[config.mk]
export PLATFORM = sky130hd
export DESIGN_NAME = hilo_acc_unit_flat
export DESIGN_NICKNAME = d
export VERILOG_FILES = /design/src/rtl/hilo_acc_if.sv /design/src/rtl/hilo_acc_unit.sv /design/src/flat_wrapper.sv
export SDC_FILE = /design/constraint.sdc
export NUM_CORES = 2
export LEC_CHECK = 0
export CORE_MARGIN = 10
export CORE_UTILIZATION = 45
export CTS_CLUSTER_DIAMETER = 100
export CTS_CLUSTER_SIZE = 40
export DETAILED_ROUTE_END_ITERATION = 8
export GPL_TIMING_DRIVEN = 0
export MAX_ROUTING_LAYER = met4
export PLACE_DENSITY_LB_ADDON = 0.08
export SYNTH_ARGS = -nofsm -noshare
export SYNTH_HDL_FRONTEND = slang
export SYNTH_SLANG_ARGS = --single-unit
export TNS_END_PERCENT = 100
[constraint.sdc]
create_clock -name clk -period 12.1 [get_ports clk]
set_input_delay 3.63 -clock clk [delete_from_list [all_inputs] [get_ports clk]]
set_output_delay 3.63 -clock clk [all_outputs]
set_load 0.01 [all_outputs]
[src/rtl/hilo_acc_if.sv]
// HI/LO accumulate unit bus: direct writes, accumulate issue, flush and forwarded reads.
interface hilo_acc_if #(
  parameter int W = 32
);
  logic         we_hi;
  logic         we_lo;
  logic [W-1:0] wdata_hi;
  logic [W-1:0] wdata_lo;
  logic         acc_valid;
  logic [1:0]   acc_op;
  logic [W-1:0] acc_a;
  logic [W-1:0] acc_b;
  logic         flush;
  logic [W-1:0] rd_hi;
  logic [W-1:0] rd_lo;
  logic         busy;

  modport master (
    output we_hi, we_lo, wdata_hi, wdata_lo, acc_valid, acc_op, acc_a, acc_b, flush,
    input  rd_hi, rd_lo, busy
  );

  modport slave (
    input  we_hi, we_lo, wdata_hi, wdata_lo, acc_valid, acc_op, acc_a, acc_b, flush,
    output rd_hi, rd_lo, busy
  );
endinterface

[src/rtl/hilo_acc_unit.sv]
// HI/LO register pair with a 2-stage multiply-accumulate path (multiply, then add/sub)
// and forwarded reads of the post-edge register value.
module hilo_acc_unit #(
  parameter int W = 32
) (
  input  logic       clk,
  input  logic       rst_n,
  hilo_acc_if.slave  bus
);
  logic [W-1:0]   hi_q, lo_q;
  logic           s1_valid;
  logic [2*W-1:0] prod_q;
  logic           sub_q;

  logic           issue;
  logic           commit;
  logic [2*W-1:0] a_ext, b_ext;
  logic [2*W-1:0] prod_d;
  logic [2*W-1:0] sum;
  logic [W-1:0]   hi_d, lo_d;

  assign issue  = bus.acc_valid & ~bus.flush;
  assign commit = s1_valid & ~bus.flush;

  // acc_op[0] selects unsigned; truncating the 2W-bit product is exact either way
  always_comb begin
    a_ext = bus.acc_op[0] ? {{W{1'b0}}, bus.acc_a} : {{W{bus.acc_a[W-1]}}, bus.acc_a};
    b_ext = bus.acc_op[0] ? {{W{1'b0}}, bus.acc_b} : {{W{bus.acc_b[W-1]}}, bus.acc_b};
    prod_d = a_ext * b_ext;
  end

  always_comb begin
    sum = sub_q ? ({hi_q, lo_q} - prod_q) : ({hi_q, lo_q} + prod_q);
    hi_d = hi_q;
    lo_d = lo_q;
    if (commit) begin
      hi_d = sum[2*W-1:W];
      lo_d = sum[W-1:0];
    end
    // direct writes are program-later than the in-flight commit
    if (bus.we_hi) hi_d = bus.wdata_hi;
    if (bus.we_lo) lo_d = bus.wdata_lo;
  end

  always_ff @(posedge clk) begin
    if (!rst_n) begin
      hi_q     <= '0;
      lo_q     <= '0;
      s1_valid <= 1'b0;
      prod_q   <= '0;
      sub_q    <= 1'b0;
    end else begin
      hi_q     <= hi_d;
      lo_q     <= lo_d;
      s1_valid <= issue;
      if (issue) begin
        prod_q <= prod_d;
        sub_q  <= bus.acc_op[1];
      end
    end
  end

  assign bus.rd_hi = hi_d;
  assign bus.rd_lo = lo_d;
  assign bus.busy  = s1_valid;
endmodule

[src/flat_wrapper.sv]
// flat-port wrapper written by rule: the top's interface ports become plain ports
module hilo_acc_unit_flat 
#(
  parameter int W = 32
)
  (clk, rst_n, bus_we_hi, bus_we_lo, bus_wdata_hi, bus_wdata_lo, bus_acc_valid, bus_acc_op, bus_acc_a, bus_acc_b, bus_flush, bus_rd_hi, bus_rd_lo, bus_busy);
  hilo_acc_if #(.W(W)) bus_i ();
  input  logic clk;
  input  logic rst_n;
  input wire logic [$bits(bus_i.we_hi)-1:0] bus_we_hi;
  input wire logic [$bits(bus_i.we_lo)-1:0] bus_we_lo;
  input wire logic [$bits(bus_i.wdata_hi)-1:0] bus_wdata_hi;
  input wire logic [$bits(bus_i.wdata_lo)-1:0] bus_wdata_lo;
  input wire logic [$bits(bus_i.acc_valid)-1:0] bus_acc_valid;
  input wire logic [$bits(bus_i.acc_op)-1:0] bus_acc_op;
  input wire logic [$bits(bus_i.acc_a)-1:0] bus_acc_a;
  input wire logic [$bits(bus_i.acc_b)-1:0] bus_acc_b;
  input wire logic [$bits(bus_i.flush)-1:0] bus_flush;
  output wire logic [$bits(bus_i.rd_hi)-1:0] bus_rd_hi;
  output wire logic [$bits(bus_i.rd_lo)-1:0] bus_rd_lo;
  output wire logic [$bits(bus_i.busy)-1:0] bus_busy;
  assign bus_i.we_hi = bus_we_hi;
  assign bus_i.we_lo = bus_we_lo;
  assign bus_i.wdata_hi = bus_wdata_hi;
  assign bus_i.wdata_lo = bus_wdata_lo;
  assign bus_i.acc_valid = bus_acc_valid;
  assign bus_i.acc_op = bus_acc_op;
  assign bus_i.acc_a = bus_acc_a;
  assign bus_i.acc_b = bus_acc_b;
  assign bus_i.flush = bus_flush;
  assign bus_rd_hi = bus_i.rd_hi;
  assign bus_rd_lo = bus_i.rd_lo;
  assign bus_busy = bus_i.busy;
  hilo_acc_unit #(.W(W)) u_core (.clk(clk), .rst_n(rst_n), .bus(bus_i));
endmodule
; ---- Word level (Yosys, flattened, before mapping)
; Index checks and enable logic that the tools add are counted.
[totals]
ff_bits = 130
output_inout_bits = 65
[classes]
addsub = 2
n_mul = 1
n_mux = 7
bitwise_logic = 3
[ops]
columns = cell, n
row1 = 2-to-1 mux 64 bit, 3
row2 = 2-to-1 mux 32 bit, 4
row3 = adder 64 bit, 1
row4 = multiplier 64 x 64 -> 64 bit, 1
row5 = subtractor 64 bit, 1
row6 = bitwise AND 1 bit, 2
row7 = NOT 1 bit, 1

; ---- Longest topological paths before layout
[logic_depth]
depth_word = 4
depth_mapped = 36
ltp_nobuf = 34

; ---- Worst setup path after synthesis
; OpenSTA, ideal clock, no wires.
[synth_timing]
path_type = input -> register
from = input bus_acc_a[31]
to = register u_core.prod_q[59]
arrival_ns = 12.425
required_time_ns = 11.960
path_slack_ns = -0.465
stages = 31
path_buffers = 3
path_cell_list = nor2b_1 > clkbuf_1 > clkbuf_1 > nand2_1 > fa_1 > inv_1 > fa_1 > fa_1 > inv_1 > fa_1 > inv_1 > fa_1 > fa_1 > fa_1 > fa_1 > fa_1 > inv_1 > fa_1 > inv_1 > ha_1 > clkbuf_1 > and4_1 > nand3_1 > or3b_2 > o211ai_1 > a2bb2oi_1 > o21a_1 > a21oi_1 > o211a_1 > mux2i_1 > o311ai_0
[synth_between]
elab_chain_len = 2
[synth_lines]
columns = element, line
row1 = "start, declared", flat_wrapper.sv:16  ; input wire logic [$bits(bus_i.acc_a)-1:0] bus_acc_a;
row2 = 2-to-1 mux 64 bit, hilo_acc_unit.sv:27  ; a_ext = bus.acc_op[0] ? {{W{1'b0}}, bus.acc_a} : {{W{bus.acc_a[W-1]}}, bus.acc_a};
row3 = multiplier 64 x 64 -> 64 bit, hilo_acc_unit.sv:29  ; prod_d = a_ext * b_ext;
row4 = "end signal, assigned", hilo_acc_unit.sv:57  ; prod_q <= prod_d;
row5 = "end, declared", hilo_acc_unit.sv:12  ; logic [2*W-1:0] prod_q;
; Every way passes these cells.
; A chain may end at the register's enable or synchronous reset.

; ---- Final worst setup path
[layout_timing]
from = input bus_acc_a[11]
to = register u_core.prod_q[60]
; Same word-level chain as after synthesis.

==> run_results.csv <==
group,metric,value,unit
floorplan,io_pins,201,
setup_path,r2r_slack,5650,ps
drt,wl_met1,96.0,mm
finish,area_growth_syn_to_layout,11.3,%
yosys,synth-edff-count,0,
yosys,synth_commonest_cells,"inv_1 (1,565), fa_1 (1,416), nand2_1 (746), and2_1 (656), ha_1 (379)",
floorplan,die_w,380,microns
clocking,root_buffer,"clkbuf_16",
setup_path,startpoint_type,"input port",
yosys,yosys-top-cells-area,"fa_1 (49%), inv_1 (10%), ha_1 (8.1%), and2_1 (7.0%), nand2_1 (4.8%)",
setup_path,crit_family,"adder cells",
global_route,grt_pass1_wl,336,mm
drt,drc,0,
global_route,grt_overflow,0,
finish,regArea,2600,sq um
setup_path,cp_data_arrival_time,12330,ps
setup_path,reg2reg_to,"u_core.hi_q[31]",
drt,top_layer_used,"met4",
drt,detail-route-antenna-nets,0,
finish,nets,8702,
global_route,grt_start_max_net_pins,29,
timing,slew_headroom,0.0777,
drt,num_vias,45400,
floorplan,core,128000,sq um
clocking,clock_sinks,130,
setup_path,required,12470,ps
setup_path,end_kind,"flop",
yosys,synth_most_common_cell,"inv_1",
floorplan,std_cell_rows,131,
drt,wl,231,mm
drt,wl_per_cell,27.2,microns
clocking,cts.path.max_buffers,3,
clocking,htreeDepth,4,
timing,final_hold_viol_count,0,
yosys,synthCells,6529,
yosys,syn_nets,8460,
placement,io_buffers,191,
timing,setup-violations-final,0,
global_route,antenna_found_initial,25,
clocking,clk_latency,500,ps
yosys,synth_cell_types,76,
finish,layout-drive-gt1-share,0.0694,
hold_path,hold_class,"flop to flop",
yosys,synth_seq_cells,130,
setup_path,crit_path_max_incr_delay,540,ps
global_route,grtUsageTotal,0.327,
floorplan,start_util,0.455,
yosys,ys_seq_area_frac,0.0446,
placement,gp_congestion,1.05,
yosys,synth_area_leader_cell,"fa_1",
yosys,yosysTopAreaCellShare,0.486,
drt,vias_per_cell,5.33,
drt,met2_length,104,mm
global_route,grt_pass1_vias,48500,
clocking,numCtsBuffers,25,
timing,tns,0,ps
outcome,outcome,"complete, no violations",
setup_path,crit_top_cell,"fa_1",
yosys,async_flop_share,0,
hold_path,hold_start,"u_core.prod_q[39]",
yosys,synth_warnings,0,
hold_path,holdPathStages,2,
hold_path,worstHoldEndpoint,"u_core.prod_q[39]",
timing,fin_crit,11960,ps
setup_path,cp_num_buf_inv,10,
setup_path,critPathMaxFanout,10,
drt,first_iter_violations,3610,
timing,finClkSkew,13.0,ps
floorplan,die_area,144000,sq um
setup_path,cp_slowest_cell,"fa_1",
setup_path,reg2reg_from,"u_core.prod_q[2]",
timing,fin_crit_sh,0.988,
floorplan,die_h,380,microns
clocking,cts_hold_buf,0,
setup_path,worstRegToRegCells,24,
placement,dp_hpwl,201,mm
clocking,path_clk_slew,50,ps
timing,max_freq,0.0836,GHz
drt,routed-wl-met3,21.2,mm
finish,n_fill_cell,12500,
yosys,avgSynthCellArea,8.93,sq um
clocking,cts_tree,"done",
timing,tightest_slew,1380,ps
timing,finalMaxSlewViolations,0,
setup_path,crit_type,"input port to flop",
yosys,syn_area,58300,sq um
job,cap_violations,0,
finish,multi_input_comb_area,49100,sq um
drt,first_pass_iters,7,
yosys,ys.flop_type,"dfxtp_1",
## worst max path at each step
stage | from | endpoint | slack [ps] | cells past startpoint
3_3_place_gp | bus_acc_b[31] | u_core.prod_q[63] | -3110 | 28
4_1_cts | bus_acc_op[0] | u_core.prod_q[63] | -0.7 | 31
3_5_place_dp | bus_acc_b[31] | u_core.prod_q[63] | -3180 | 28
6_report | bus_acc_a[11] | u_core.prod_q[60] | 140 | 31
2_1_floorplan | bus_acc_a[31] | u_core.prod_q[59] | 10 | 31
5_1_grt | bus_acc_op[0] | u_core.prod_q[63] | -40 | 31
## sequential cells by signal, indices dropped and copies added (netlist names)
| signal | flops |
|---|---|
| u_core.prod_q | 64 |
| u_core.sub_q | 1 |
| u_core.bus.busy | 1 |
| u_core.lo_q | 32 |
| u_core.hi_q | 32 |
## final cells by class
| class | instances | area share |
|---|---|---|
| buffer | 309 | 0.0345 |
| antenna | 15 | 0.000579 |
| sequential | 130 | 0.0401 |
| tap | 1729 | 0.0333 |
| clock buffer | 32 | 0.0111 |
| clock inverter | 1 | 0.000463 |
| multi-input combinational | 4513 | 0.757 |
| inverter | 1566 | 0.0907 |
| timing repair buffer | 226 | 0.0325 |
## tightest hold or removal path: cells and delay by family (launching register included)
family	cells	cell delay [ps]
AOI/OAI and AO/OA	1	50
DFF	1	330
and+or+nand+nor	1	60
## kinds of logic after synthesis
group | count (synthesis) | synth area share
xor+xnor | 234 | 0.0353
simple gates | 1768 | 0.152
flops | 130 | 0.0446
mux | 28 | 0.00485
compound gates | 686 | 0.0739
fa+ha+maj | 1797 | 0.568
buf+inv | 1886 | 0.121
## cells in the final DEF (no fill, tap or decap), types with 32 or more instances in the layout
cell / count
a211oi_1: 32
a21o_1: 79
a21oi_1: 235
a31oi_1: 33
and2_1: 650
buf_4: 63
clkbuf_1: 99
clkbuf_2: 62
clkbuf_4: 45
clkbuf_8: 45
clkdlybuf4s50_1: 135
dfxtp_1: 130
fa_1: 1372
fa_2: 44
ha_1: 364
inv_1: 1552
nand2_1: 733
nand4_1: 35
nor2_1: 136
nor3_1: 48
o21ai_0: 115
xnor2_1: 183
xor2_1: 47
## metrics by stage
stage | utilization | std cells | setup WS (ps) | hold WS (ps) | cell area, sq um
final | 0.506 | 8521 | 140 | 483 | 64900
after global routing | 0.506 | 8516 | -37.3 | 512 | 64900
after CTS | 0.503 | 8487 | -0.651 | 483 | 64400
after detailed placement | 0.487 | 8450 | -3180 | 479 | 62400
after global placement | 0.487 | 8449 | -3110 | 477 | 62400
after floorplan | - | 6529 | 12.8 | 457 | 58300
## per-layer routing
metal / vias to the layer above / global-route usage
met5: - / -
met4: 0 / 0.121
met3: 403 / 0.0672
li1: 19900 / -
met1: 23100 / 0.424
met2: 1960 / 0.506
## repair_timing
action                     4_1_cts  5_1_grt
setup endpoints to repair       39       25
gates cloned                     1        0
setup buffers                   13       20
pin swaps                       26       57
resized for setup              558      303
Power is not shown: default switching activity piles up to over one toggle a cycle in this logic, so the estimate is an artifact.
